==> config.mk <==
export PLATFORM = sky130hd
export DESIGN_NAME = ram1_ctrl
export DESIGN_NICKNAME = d
export VERILOG_FILES = /design/src/rtl/ram1_ctrl_pkg.sv /design/src/rtl/ram_byte_merge.sv /design/src/rtl/ram1_ctrl.sv
export SDC_FILE = /design/constraint.sdc
export NUM_CORES = 1
export LEC_CHECK = 0
export BUFFER_PORTS_ARGS = -buffer_cell sky130_fd_sc_hd__buf_2
export CORE_MARGIN = 2
export CORE_UTILIZATION = 40
export CTS_CLUSTER_DIAMETER = 40
export CTS_CLUSTER_SIZE = 24
export DETAILED_ROUTE_END_ITERATION = 7
export PLACE_DENSITY = 0.72
export SYNTH_ARGS = -nofsm -noshare
export SYNTH_HDL_FRONTEND = slang
export SYNTH_SLANG_ARGS = --single-unit
==> constraint.sdc <==
create_clock -name clk -period 3 [get_ports clk]
set_clock_uncertainty 0.2 [all_clocks]
set_input_delay 0.15 -clock clk [delete_from_list [all_inputs] [get_ports clk]]
set_output_delay 0.15 -clock clk [all_outputs]
set_load 0.005 [all_outputs]
==> src/rtl/ram1_ctrl_pkg.sv <==
// ram1_ctrl_pkg: shared state codes, wait-counter type and strobe levels for the RAM1 data-port controller
package ram1_ctrl_pkg;
  typedef enum logic [2:0] {RC_IDLE, RC_RD, RC_WR, RC_RMW_RD, RC_RMW_WR, RC_ACK} ram_ctrl_state_e;
  typedef logic [3:0] ram_wait_t;
  localparam logic RAM_CHIP_ENABLE = 1'b1;
  localparam logic RAM_CHIP_DISABLE = 1'b0;
  localparam logic RAM_READ_ENABLE = 1'b1;
  localparam logic RAM_WRITE_ENABLE = 1'b1;
  localparam logic [31:0] ZERO_WORD = 32'h0;
endpackage

==> src/rtl/ram_byte_merge.sv <==
// ram_byte_merge: per-byte select between an old word and a new word under byte enables
module ram_byte_merge (
  input  logic [31:0] old_word,
  input  logic [31:0] new_word,
  input  logic [3:0]  sel,
  output logic [31:0] merged
);
  for (genvar i = 0; i < 4; i++) begin : g_byte
    assign merged[8*i +: 8] = sel[i] ? new_word[8*i +: 8] : old_word[8*i +: 8];
  end
endmodule

==> src/rtl/ram1_ctrl.sv <==
// ram1_ctrl: req/ack data-port controller for RAM1 with wait states and read-modify-write partial writes
module ram1_ctrl
  import ram1_ctrl_pkg::*;
#(
  parameter int WAIT_CYCLES = 1,
  parameter int ADDR_LSB    = 2
) (
  input  logic        clk,
  input  logic        rst,
  input  logic        mem_req_i,
  input  logic        mem_we_i,
  input  logic [31:0] mem_addr_i,
  input  logic [3:0]  mem_sel_i,
  input  logic [31:0] mem_data_i,
  output logic [31:0] mem_data_o,
  output logic        mem_ack_o,
  output logic        stall_req_o,
  output logic        ram_ce_o,
  output logic        ram_re_o,
  output logic        ram_we_o,
  output logic [31:0] ram_addr_o,
  output logic [31:0] ram_data_o,
  input  logic [31:0] ram_data_i
);
  ram_ctrl_state_e state;
  ram_wait_t cnt;
  logic [31:0] wdata_q, merge_q, merged;
  logic [3:0] sel_q;
  logic last;
  ram_byte_merge u_merge (
    .old_word(ram_data_i),
    .new_word(wdata_q),
    .sel(sel_q),
    .merged(merged)
  );
  assign last = cnt == ram_wait_t'(WAIT_CYCLES - 1);
  assign stall_req_o = mem_req_i && state != RC_ACK;
  assign ram_data_o = state == RC_RMW_WR ? merge_q : state == RC_WR ? wdata_q : ZERO_WORD;
  always_ff @(posedge clk) begin
    if (rst) begin
      state      <= RC_IDLE;
      cnt        <= '0;
      mem_data_o <= ZERO_WORD;
      merge_q    <= ZERO_WORD;
      wdata_q    <= ZERO_WORD;
      sel_q      <= '0;
      mem_ack_o  <= 1'b0;
      ram_ce_o   <= RAM_CHIP_DISABLE;
      ram_re_o   <= ~RAM_READ_ENABLE;
      ram_we_o   <= ~RAM_WRITE_ENABLE;
      ram_addr_o <= ZERO_WORD;
    end else begin
      mem_ack_o <= 1'b0;
      case (state)
        RC_IDLE: if (mem_req_i) begin
          cnt        <= '0;
          wdata_q    <= mem_data_i;
          sel_q      <= mem_sel_i;
          ram_addr_o <= mem_addr_i >> ADDR_LSB;
          if (!mem_we_i) begin
            state    <= RC_RD;
            ram_ce_o <= RAM_CHIP_ENABLE;
            ram_re_o <= RAM_READ_ENABLE;
          end else if (mem_sel_i == 4'hf) begin
            state    <= RC_WR;
            ram_ce_o <= RAM_CHIP_ENABLE;
            ram_we_o <= RAM_WRITE_ENABLE;
          end else if (mem_sel_i == 4'h0) begin
            state     <= RC_ACK;
            mem_ack_o <= 1'b1;
          end else begin
            state    <= RC_RMW_RD;
            ram_ce_o <= RAM_CHIP_ENABLE;
            ram_re_o <= RAM_READ_ENABLE;
          end
        end
        RC_RD: if (last) begin
          mem_data_o <= ram_data_i;
          state      <= RC_ACK;
          mem_ack_o  <= 1'b1;
          ram_ce_o   <= RAM_CHIP_DISABLE;
          ram_re_o   <= ~RAM_READ_ENABLE;
        end else cnt <= cnt + 1'b1;
        RC_RMW_RD: if (last) begin
          merge_q  <= merged;
          cnt      <= '0;
          state    <= RC_RMW_WR;
          ram_re_o <= ~RAM_READ_ENABLE;
          ram_we_o <= RAM_WRITE_ENABLE;
        end else cnt <= cnt + 1'b1;
        RC_WR, RC_RMW_WR: if (last) begin
          state     <= RC_ACK;
          mem_ack_o <= 1'b1;
          ram_ce_o  <= RAM_CHIP_DISABLE;
          ram_we_o  <= ~RAM_WRITE_ENABLE;
        end else cnt <= cnt + 1'b1;
        default: state <= RC_IDLE;
      endcase
    end
  end
endmodule

---- After elaboration in Yosys (flattened, before gate mapping) ----
Cells that the tools add are included.
operators by class
  equal/unequal tests ..................... 17
  add/sub/neg operators ................... 1
  reduce and logical (&&, ||, !) cells .... 19
  multiplexer cells ....................... 38
operators with widths
  operator                                               number
  two-way mux 32 bit                                     2
  two-way mux 8 bit                                      4
  two-way mux 3 bit                                      6
  two-way mux 1 bit                                      17
  two-way mux 4 bit                                      3
  inequality test 2 bit, second input constant           6
  one-hot mux 4 bit (3 select lines)                     1
  inequality test 3 bit, second input constant           3
  one-hot mux 3 bit (3 select lines)                     1
  logical NOT 4 bit                                      2
  equality test 3 x 2 -> 1 bit, second input constant    2
  one-hot mux 1 bit (2 select lines)                     3
  AND reduction 2 bit                                    3
  AND reduction 3 bit                                    2
  AND reduction 6 bit                                    1
  nonzero test 3 bit                                     2
  AND reduction 5 bit                                    1
  adder 4 x 1 -> 4 bit, second input constant            1
  equality test 4 bit, second input constant             1
  inequality test 2 x 1 -> 1 bit, second input constant  2
  inequality test 4 bit, second input constant           1
  AND reduction 4 bit                                    1
  nonzero test 2 bit                                     2
  OR reduction 2 bit                                     2
  6 further kinds                                        6
word-level totals
  bits in registers ....................... 141
  input bits .............................. 104
  output and inout port bits .............. 101

---- Depth between registers and ports, before layout ----
Gate-level depths: netlist (run 1).
  depth after elaboration ................. 6
  mapped depth ............................ 9
  depth with buffers taken out ............ 6

---- Hierarchy ----
From an unflattened synthesis (run 1), not the netlist that was laid out.
unflattened totals
  cell total of the unflattened synthesis .. 747
  area, all modules ....................... 6143.4 sq um
by module, submodules not included
  module          area an instance (sq um)  cells each  times used
  ram1_ctrl       5617.9                    711         1
  ram_byte_merge  525.5                     36          1

---- Worst setup path after synthesis (run 1) ----
No wires, ideal clock.
  path kind ............................... reg2reg
  from .................................... register cnt[0]
  to ...................................... register mem_data_o[0]
  clock period less this slack ............ 2055 ps
  path slack .............................. 945 ps
  stages on the path, launching flop included .. 10
  buffers on the path ..................... 3
  library setup time ...................... 132 ps
  arrival ................................. 1723 ps
  cells stage by stage .................... dfxtp_1 inv_1 ha_1 or3b_1 buf_2 or3_1 clkbuf_1 buf_2 nand2_1 a21oi_1
on the way
  cells in the longest elaborated chain, start to end .. 2
RTL lines
  item                                  RTL line         source
  from (decl)                           ram1_ctrl.sv:26  ram_wait_t cnt;
  from (signal assigned)                ram1_ctrl.sv:83  end else cnt <= cnt + 1'b1;
  from (signal assigned)                ram1_ctrl.sv:90  end else cnt <= cnt + 1'b1;
  from (signal assigned)                ram1_ctrl.sv:96  end else cnt <= cnt + 1'b1;
  logical NOT 4 bit                     ram1_ctrl.sv:36  assign last = cnt == ram_wait_t'(WAIT_CYCLES - 1);
  AND reduction 2 bit (no source line)  -
  to (signal assigned)                  ram1_ctrl.sv:78  mem_data_o <= ram_data_i;
  to (decl)                             ram1_ctrl.sv:15  output logic [31:0] mem_data_o,
Every way passes these cells.
A chain may end at the register's enable or synchronous reset.

---- Worst setup path in the final report (run 1) ----
  from .................................... register cnt[0]
  to ...................................... register mem_data_o[3]
The elaborated chain is that of the path after synthesis.

==> results.yml, run 1 <==
setup_path:
  setup.worst_path.end_class: "flip-flop"
  startpoint: "cnt[0]"
  rr_worst_depth: 8
  critPathLaunchType: "flip-flop"
  path_class: "reg -> reg"
  cp_max_fo: 24
  reg2reg_to: "mem_data_o[3]"
  endpoint: "mem_data_o[3]"
  cp.required_ns: 3.10
  rr_startpoint: "cnt[0]"
  critPathArrivalTime_ns: 2.96
  rrSetupSlack_ns: 0.13
timing:
  final_hold_viol_count: 0
  grt_setup_unrepaired: "false"
  tns_ns: 0
  worstMarginPinSlew_ns: 0.620
  slew_headroom_pct: 58.6
  fin_crit_ns: 2.87
  finalSetupViolations: 0
  holdWs_ns: 0.0754
  drv_slew: 0
  fin_ws_ns: 0.135
  fmax_mhz: 349
  min_period_over_period_pct: 95.5
synthesis:
  synth_top_area_share_pct: 46.6
  ys_seq_area_share_pct: 46.6
  ys_ff_latch: 141
  syn_area_per_cell_um2: 8.46
  ys.warnings.count: 0
  synth.distinct_cells: 51
  synth-edff-count: 0
  synth_area_um2: 6060
  synthCells: 716
  synth.area.top_cells: "dfxtp_1 47%, nand2_1 12%, a21oi_1 8.9%"
  synthFlopType: "dfxtp_1"
  yosysTopAreaCell: "dfxtp_1"
  synthArstFlopShare_pct: 0
detailed_routing:
  ant_nets: 0
  post-route-drc-count: 0
  drt-vias-per-instance: 5.24
  drt-total-wl_mm: 19.4
  drtPass1Iterations: 6
  drtIter0Drc: 343
  vias: 6290
  wl_per_cell_um: 16.1
power:
  clockPowerShare_pct: 27.5
  p_leak_nw: 3.74
  peakVddDrop_uv: 516
  p_int_mw: 4.82
  seq_power_share_pct: 34.4
  power_mw: 7.65
  switchingPower_mw: 2.84
  power_frac_comb_pct: 38.0
  p_per_area_nw_per_um2: 860
  switching_share_pct: 37.1
placement:
  placedInstanceArea_um2: 7180
  gp_congestion: 0.808
  dp_hpwl_mm: 11.4
  dp_cells: 1058
  dp_slack_ns: 0.589
  io_buffers: 200
floorplan:
  boundaryPins: 205
  rows: 44
  initial_core_util_pct: 41.4
  fp.dieH_um: 127
  core_area_um2: 14600
  die_w_um: 127
  die_area_um2: 16100
global_routing:
  grt_max_degree: 57
  grtUsageTotal_pct: 24.0
  grt_pass1_wl_mm: 30.9
  grt_pass1_vias: 6160
  overflow: 0
  antenna_found_initial: 0
clock_tree:
  tritoncts: "built"
  root_buffer: "clkbuf_16"
  worstSkewPairLatency_ns: 0.41
  numCtsBuffers: 17
  clock_path_buffers: 2
  postCtsSetupRepairBufs: 0
  clock_sinks: 141
  clkSlewWorstSetupHoldPaths_ns: 0.06
  htreeDepth: 4
final_layout:
  drive_gt1_share_pct: 28.9
  antenna_cells: 0
  fin_util_pct: 60.7
  fin_area_um2: 8900
  nets: 1110
  layout.cells.non_filler: 1201
  syn_to_final_growth_pct: 46.9
run:
  max_cap_violations: 0
outcome:
  status: "completed"
min_path:
  hold_path.class: "in -> reg"
## repair_timing
action / CTS / global route
hold buffers: 111 / 0
resized for setup: 0 / 1
hold endpoints to repair: 138 / 0
endpoints found under the setup margin: 0 / 5
## cell usage in the layout, fill, tap and decap left out, types with 19 or more instances in the layout
master         count
a211oi_2          28
a21oi_1          108
a22o_1            32
buf_2            199
buf_4             19
dfxtp_1          141
dlygate4sd3_1    111
mux2i_1           33
nand2_1          197
nor2_1            38
## routing by layer
metal,vias up,part of all wire [%],routed length (um),track usage (%)
met4,0,2.0,391,8.53
met3,32,6.9,1330,6.78
met2,249,49,9590,41.8
met1,2977,42,8060,28.3
li1,3032,-,-,-
met5,-,0,0,0
## cells in the mapped netlist (all sizes together) (2+ instances only)
cell type and count:
o211ai 3, o21ai 6, or3b 3, nor3b 3
or4b 2, a211oi 34, dfxtp 141, nand2 197
clkbuf 27, a22o 32, nor3 5, a31oi 2
or3 3, o21a 2, buf 36, a22oi 3
ha 2, a21oi 108, or2 2, nand2b 3
inv 7, mux2i 33, or4 2, nor2 38
nand3 6
## logic make-up (layout without fill, tap and decap cells)
family                   count (synthesis)  count (layout)  synth area share, %
AO/OA/AOI/OAI                          198             198                 23.0
AND/OR/NAND/NOR                        269             269                 18.7
adder cells (fa/ha/maj)                  2               2                0.413
multiplexers                            33              33                 5.45
buffers and inverters                   70             370                 5.50
flip-flops                             141             141                 46.6
XOR/XNOR                                 2               2                0.289
other                                    1               2               0.0619
## power groups by stage
stage               clock, mW  combinational (mW)  sequential [mW]
finish                   2.11                2.91             2.63
global route             2.23                3.22             2.69
detailed placement          0                2.71             2.66
CTS                      2.14                2.88             2.62
global placement            0                2.67             2.64
floorplan                   0                1.86             2.58
## cell type report
type	count	area (um^2)
clock buffers	21	480
clock inverters	11	115
fillers	1229	5750
inverters	7	26.3
multi-input cells	506	2930
flip-flops and latches	141	2820
well taps	184	230
repair buffers	331	2290
## sequential cells by signal, summed over array words and instances (netlist names)
signal      cells
mem_data_o     32
merge_q        32
wdata_q        32
ram_addr_o     30
cnt             4
sel_q           4
state           3
mem_ack_o       1
ram_ce_o        1
ram_re_o        1
ram_we_o        1
## worst min path at each step
stage | start | to | slack [ns] | depth (start not counted)
4_1_cts | mem_req_i | ram_re_o | 0.06 | 4
6_report | mem_we_i | state[1] | 0.08 | 4
3_3_place_gp | mem_addr_i[22] | ram_addr_o[20] | 0.19 | 3
3_5_place_dp | mem_addr_i[24] | ram_addr_o[22] | 0.20 | 3
5_1_grt | mem_we_i | state[1] | 0.08 | 4
2_1_floorplan | mem_data_i[0] | wdata_q[0] | 0.09 | 2
## worst max-delay path, cell delays in order, from the launching register on
cell	delay [ns]
dfxtp_1	0.34
inv_1	0.08
ha_1	0.16
or3b_1	0.54
or3_4	0.48
buf_12	0.20
nand2_1	0.08
a21oi_1	0.08
dlygate4sd3_1	0.58
Note: power is estimated with default switching activity, not from simulation.
==> run 2: changes to the inputs <==
--- a/config.mk
+++ b/config.mk
@@ -6,12 +6,15 @@
 export NUM_CORES = 1
 export LEC_CHECK = 0
 export BUFFER_PORTS_ARGS = -buffer_cell sky130_fd_sc_hd__buf_2
+export CELL_PAD_IN_SITES_DETAIL_PLACEMENT = 1
+export CELL_PAD_IN_SITES_GLOBAL_PLACEMENT = 1
 export CORE_MARGIN = 2
-export CORE_UTILIZATION = 40
+export CORE_UTILIZATION = 36
 export CTS_CLUSTER_DIAMETER = 40
 export CTS_CLUSTER_SIZE = 24
 export DETAILED_ROUTE_END_ITERATION = 7
-export PLACE_DENSITY = 0.72
+export PLACE_DENSITY = 0.85
+export REMOVE_ABC_BUFFERS = 1
 export SYNTH_ARGS = -nofsm -noshare
 export SYNTH_HDL_FRONTEND = slang
 export SYNTH_SLANG_ARGS = --single-unit
==> run 2 against run 1 <==
  * Sequential share of layout area is 0.52 points lower
  * Count of clock-buffer cells in the layout did not move
  * Final area up 1.7%
  * Die area is 11% higher
  * Sequential power grew 4%
  * Critical endpoint is now wdata_q[18]
  * Routed wire length up 30%
  * Utilization fell by 6.0 points
  * Highest routed layer unchanged
  * Critical path depth fell by 3
  * Flip-flop and latch count is the same
==> results.yml, run 2 (synthesis gave the netlist of run 1 again) <==
setup_path:
  reg2reg_to: "wdata_q[18]"
  rrSetupSlack_ns: 0.11
  setup.worst_path.end_class: "flip-flop"
  rr_worst_depth: 5
  critPathLaunchType: "flip-flop"
  cp_max_fo: 25
  cp.required_ns: 3.15
  slowest_delay_ns: 0.83
  cpMaxStageDelayCell: "dfxtp_1"
  path_class: "reg -> reg"
  rr_startpoint: "state[1]"
  crit_chain: "or4b_4 > buf_4 > nand2_1 > a21oi_1 > dlygate4sd3_1"
  critPathArrivalTime_ns: 3.04
detailed_routing:
  drt-vias-per-instance: 5.30
  drt-total-wl_mm: 25.2
  drtIter0Drc: 309
  vias: 6609
  drtPass1Iterations: 5
  wl_per_cell_um: 20.2
  post-route-drc-count: 0
  ant_nets: 0
timing:
  fin_ws_ns: 0.114
  worstMarginPinSlew_ns: 0.779
  min_period_over_period_pct: 96.2
  tns_ns: 0
  slew_headroom_pct: 48.0
  fmax_mhz: 347
  final_hold_viol_count: 0
  grt_setup_unrepaired: "false"
  fin_crit_ns: 2.89
  drv_slew: 0
  finalSetupViolations: 0
outcome:
  status: "completed"
global_routing:
  overflow: 0
  grt_max_degree: 67
  grt_pass1_wl_mm: 39.3
  antenna_found_initial: 0
  grtUsageTotal_pct: 28.3
  grt_pass1_vias: 7230
floorplan:
  core_area_um2: 16500
  fp.dieH_um: 134
  die_area_um2: 17900
  rows: 47
  initial_core_util_pct: 36.6
  boundaryPins: 205
  die_w_um: 134
power:
  peakVddDrop_uv: 440
  power_mw: 7.85
  p_per_area_nw_per_um2: 867
  p_leak_nw: 3.78
run:
  max_cap_violations: 0
min_path:
  holdPathEnd: "ram_re_o"
  hold_path.class: "in -> reg"
  min_from: "mem_req_i"
  min_path_cells: 4
final_layout:
  most-common-layout-cells: "199 x buf_2, 197 x nand2_1, 141 x dfxtp_1"
  final_common_cell: "buf_2"
  drive_gt1_share_pct: 27.8
  antenna_cells: 0
  layout.cells.non_filler: 1247
  syn_to_final_growth_pct: 49.4
  nets: 1121
  largestRegisters: "mem_data_o: 32 flops, merge_q: 32 flops, wdata_q: 32 flops"
  fin_area_um2: 9040
  fillers: 1933
placement:
  io_buffers: 200
  placedInstanceArea_um2: 7220
  dp_cells: 1089
  gp_congestion: 0.812
  dp_slack_ns: 0.567
  dp_hpwl_mm: 13.1
clock_tree:
  htreeDepth: 4
  tritoncts: "built"
  worstSkewPairLatency_ns: 0.42
  clkSlewWorstSetupHoldPaths_ns: 0.06
  postCtsSetupRepairBufs: 0
  clock_sinks: 141
  clock_path_buffers: 2
  numCtsBuffers: 17
  root_buffer: "clkbuf_16"
## run 2: cell types whose count changed in the layout (fill, tap and decap cells not counted), moves of 2 or more
cell and delta:
buf_12 +2, buf_4 -7, clkinvlp_4 +3, dlygate4sd3_1 +16, clkbuf_1 +2, clkinv_2 -3
clkbuf_8 -2
## run 2: timing repair
item,CTS,global route
hold buffers,127,0
resized for setup,0,0
endpoints found under the hold margin,130,0
endpoints found under the setup margin,0,0
## run 2: layout make-up
class	count	area, um^2	share of cell area, %
clock buffer	21	460	5.09
clock inverter	10	92.6	1.02
inverter	7	26.3	0.290
multi-input combinational	506	2930	32.4
sequential	141	2820	31.2
tap	220	275	3.04
timing repair buffer	342	2440	26.9
## run 2: power breakdown
part | leakage [nW] | switching [mW] | internal [mW]
logic | 2.37 | 1.88 | 1.22
registers | 1.15 | 0.404 | 2.32
clock network | 0.261 | 0.843 | 1.18
## run 2: per-layer routing
layer	GRT usage (%)	routed length, um
met5	0	0
met4	12.9	870
met3	7.23	1350
met2	49.6	12700
met1	32.2	10300
## run 2: critical path: cells and delay by family (launching register included)
| kind | cells | cell delay [ns] |
|---|---|---|
| buf+inv | 2 | 0.95 |
| flops | 1 | 0.83 |
| simple gates | 2 | 0.59 |
| compound gates | 1 | 0.23 |
## run 2: worst max path at each step
stage                         from             end  slack (ns)
after detailed placement    cnt[0]  mem_data_o[10]        0.57
final                     state[1]     wdata_q[18]        0.11
after CTS                 state[2]   ram_addr_o[6]        0.29
after floorplan           state[0]   ram_addr_o[0]       -2.73
after global placement      cnt[0]   mem_data_o[9]        0.61
after global routing      state[1]     wdata_q[18]        0.03
## run 2: stage by stage
step | hold slack (ns) | util [%]
after global placement | 0.190 | 43.7
after CTS | 0.0543 | 54.7
after floorplan | 0.0146 | -
final | 0.0749 | 54.7
after detailed placement | 0.198 | 43.7
after global routing | 0.0700 | 54.7
==> run 3: changes to the inputs <==
--- a/config.mk
+++ b/config.mk
@@ -9,11 +9,11 @@
 export CELL_PAD_IN_SITES_DETAIL_PLACEMENT = 1
 export CELL_PAD_IN_SITES_GLOBAL_PLACEMENT = 1
 export CORE_MARGIN = 2
-export CORE_UTILIZATION = 36
+export CORE_UTILIZATION = 39
 export CTS_CLUSTER_DIAMETER = 40
 export CTS_CLUSTER_SIZE = 24
 export DETAILED_ROUTE_END_ITERATION = 7
-export PLACE_DENSITY = 0.85
+export PLACE_DENSITY = 0.91
 export REMOVE_ABC_BUFFERS = 1
 export SYNTH_ARGS = -nofsm -noshare
 export SYNTH_HDL_FRONTEND = slang
==> constraint.sdc (replaced) <==
create_clock -name clk -period 3.6 [get_ports clk]
set_clock_uncertainty 0.2 [all_clocks]
set_input_delay 0.18 -clock clk [delete_from_list [all_inputs] [get_ports clk]]
set_output_delay 0.18 -clock clk [all_outputs]
set_load 0.005 [all_outputs]
==> run 3 against run 2 <==
  * First-iteration DRC count down 3.6%
  * Combinational power down 21%
  * Register-to-register slack better by 0.59 ns
  * Fmax down 0.37%
  * Final area shrank 3.4%
  * Utilization grew 2.7 points
  * Die area fell by 7.5%
  * Hold slack improved by 0.0053 ns
  * Power is 16% lower
  * Flip-flop and latch count did not move
  * Critical path type unchanged
  * Critical endpoint is now mem_data_o[24]
  * Largest cell class unchanged
==> results.yml, run 3 (synthesis gave the netlist of run 1 again) <==
outcome:
  status: "completed"
placement:
  io_buffers: 200
  placedInstanceArea_um2: 7140
  dp_slack_ns: 0.827
  dp_hpwl_mm: 13.2
  gp_congestion: 0.814
floorplan:
  fp.dieH_um: 129
  initial_core_util_pct: 39.8
  die_area_um2: 16500
  die_w_um: 129
  boundaryPins: 205
  rows: 45
  core_area_um2: 15200
detailed_routing:
  wl_per_cell_um: 20.6
  post-route-drc-count: 0
  ant_nets: 0
  vias: 6517
  drtIter0Drc: 298
  drt-vias-per-instance: 5.49
  drtPass1Iterations: 5
  drt-total-wl_mm: 24.5
setup_path:
  setup.worst_path.end_class: "flip-flop"
  crit_chain: "nand2b_1 > or3_1 > buf_4 > nand2_1 > a21oi_1"
  critPathLaunchType: "flip-flop"
  cp.required_ns: 3.72
  critPathArrivalTime_ns: 3.02
  rr_startpoint: "state[2]"
  reg2reg_to: "mem_data_o[24]"
  cpMaxStageDelayCell: "or3_1"
  slowest_delay_ns: 0.77
  cp_max_fo: 21
  path_delay_family: "simple AND/OR/NAND/NOR gates"
  cp.buffers_inverters: 1
  rrSetupSlack_ns: 0.70
  rr_worst_depth: 5
  startpoint: "state[2]"
  path_class: "reg -> reg"
timing:
  fmax_mhz: 345
  final_hold_viol_count: 0
  slew_headroom_pct: 39.6
  min_period_over_period_pct: 80.5
  grt_setup_unrepaired: "false"
  fin_crit_ns: 2.90
  finalSetupViolations: 0
  drv_slew: 0
  holdWs_ns: 0.0802
  fin_ws_ns: 0.703
  worstMarginPinSlew_ns: 0.905
global_routing:
  overflow: 0
  grt_pass1_vias: 6923
  antenna_found_initial: 0
  grtUsageTotal_pct: 29.5
  grt_max_degree: 77
  grt_pass1_wl_mm: 37.5
final_layout:
  largestRegisters: "mem_data_o: 32 flops, merge_q: 32 flops, wdata_q: 32 flops"
  syn_to_final_growth_pct: 44.2
  nets: 1091
  fin_util_pct: 57.4
  drive_gt1_share_pct: 28.7
  most-common-layout-cells: "199 x buf_2, 197 x nand2_1, 141 x dfxtp_1"
  antenna_cells: 0
  final_common_cell: "buf_2"
  fin_area_um2: 8730
run:
  max_cap_violations: 0
min_path:
  holdPathEnd: "mem_data_o[21]"
  min_from: "rst"
  hold_path.class: "in -> reg"
  min_path_cells: 2
clock_tree:
  clock_sinks: 141
  tritoncts: "built"
  numCtsBuffers: 17
  root_buffer: "clkbuf_16"
  clock_path_buffers: 2
  htreeDepth: 4
  worstSkewPairLatency_ns: 0.43
  clkSlewWorstSetupHoldPaths_ns: 0.06
power:
  p_leak_nw: 3.61
  peakVddDrop_uv: 407
  p_per_area_nw_per_um2: 751
[run 3: layout make-up]
cell class                 count  area, um^2
clock buffer                  19         443
clock inverter                13         165
fill                        1793        6470
inverter                       7        26.3
multi-input combinational    506        2930
sequential                   141        2820
tap                          188         235
timing repair buffer         312        2110
[run 3: worst max-delay path by stage]
stage / to / depth (start not counted)
final: mem_data_o[24] / 5
after detailed placement: mem_data_o[0] / 7
after global routing: mem_data_o[24] / 5
after CTS: mem_data_o[24] / 7
after floorplan: ram_addr_o[0] / 3
after global placement: mem_data_o[25] / 5
[run 3: worst reg2reg max path, cell delays in order (launching register included)]
cell and delay [ns]:
dfxtp_1 0.74, nand2b_1 0.42, or3_1 0.77, buf_4 0.37, nand2_1 0.08, a21oi_1 0.21
[run 3: metrics by stage]
step	TNS, ns	cells	power, mW
6_report	0	1186	6.56
5_1_grt	0	1186	6.88
4_1_cts	0	1186	6.44
3_5_place_dp	0	1056	4.52
3_3_place_gp	0	1056	4.42
2_1_floorplan	-140.43	654	3.55
[run 3: repair_timing]
| action | 4_1_cts | 5_1_grt |
|---|---|---|
| gates resized for setup | 0 | 0 |
| endpoints found under the setup margin | 0 | 0 |
| setup buffers | 0 | 0 |
| hold buffers | 98 | 0 |
| hold endpoints to repair | 130 | 0 |
[run 3: per-layer routing]
layer,up-vias,GRT usage [%],share of wire (%)
met5,-,0,0
met4,0,12.7,3.2
met3,62,7.90,6.5
met2,265,53.1,50
met1,3197,32.7,40
li1,2993,-,-
[run 3: power breakdown]
part | total, mW | internal, mW | leakage, nW | switching, mW
combinational | 2.46 | 0.910 | 2.17 | 1.55
sequential | 2.28 | 1.94 | 1.15 | 0.341
clock | 1.83 | 1.11 | 0.286 | 0.718
total | 6.56 | 3.96 | 3.61 | 2.61
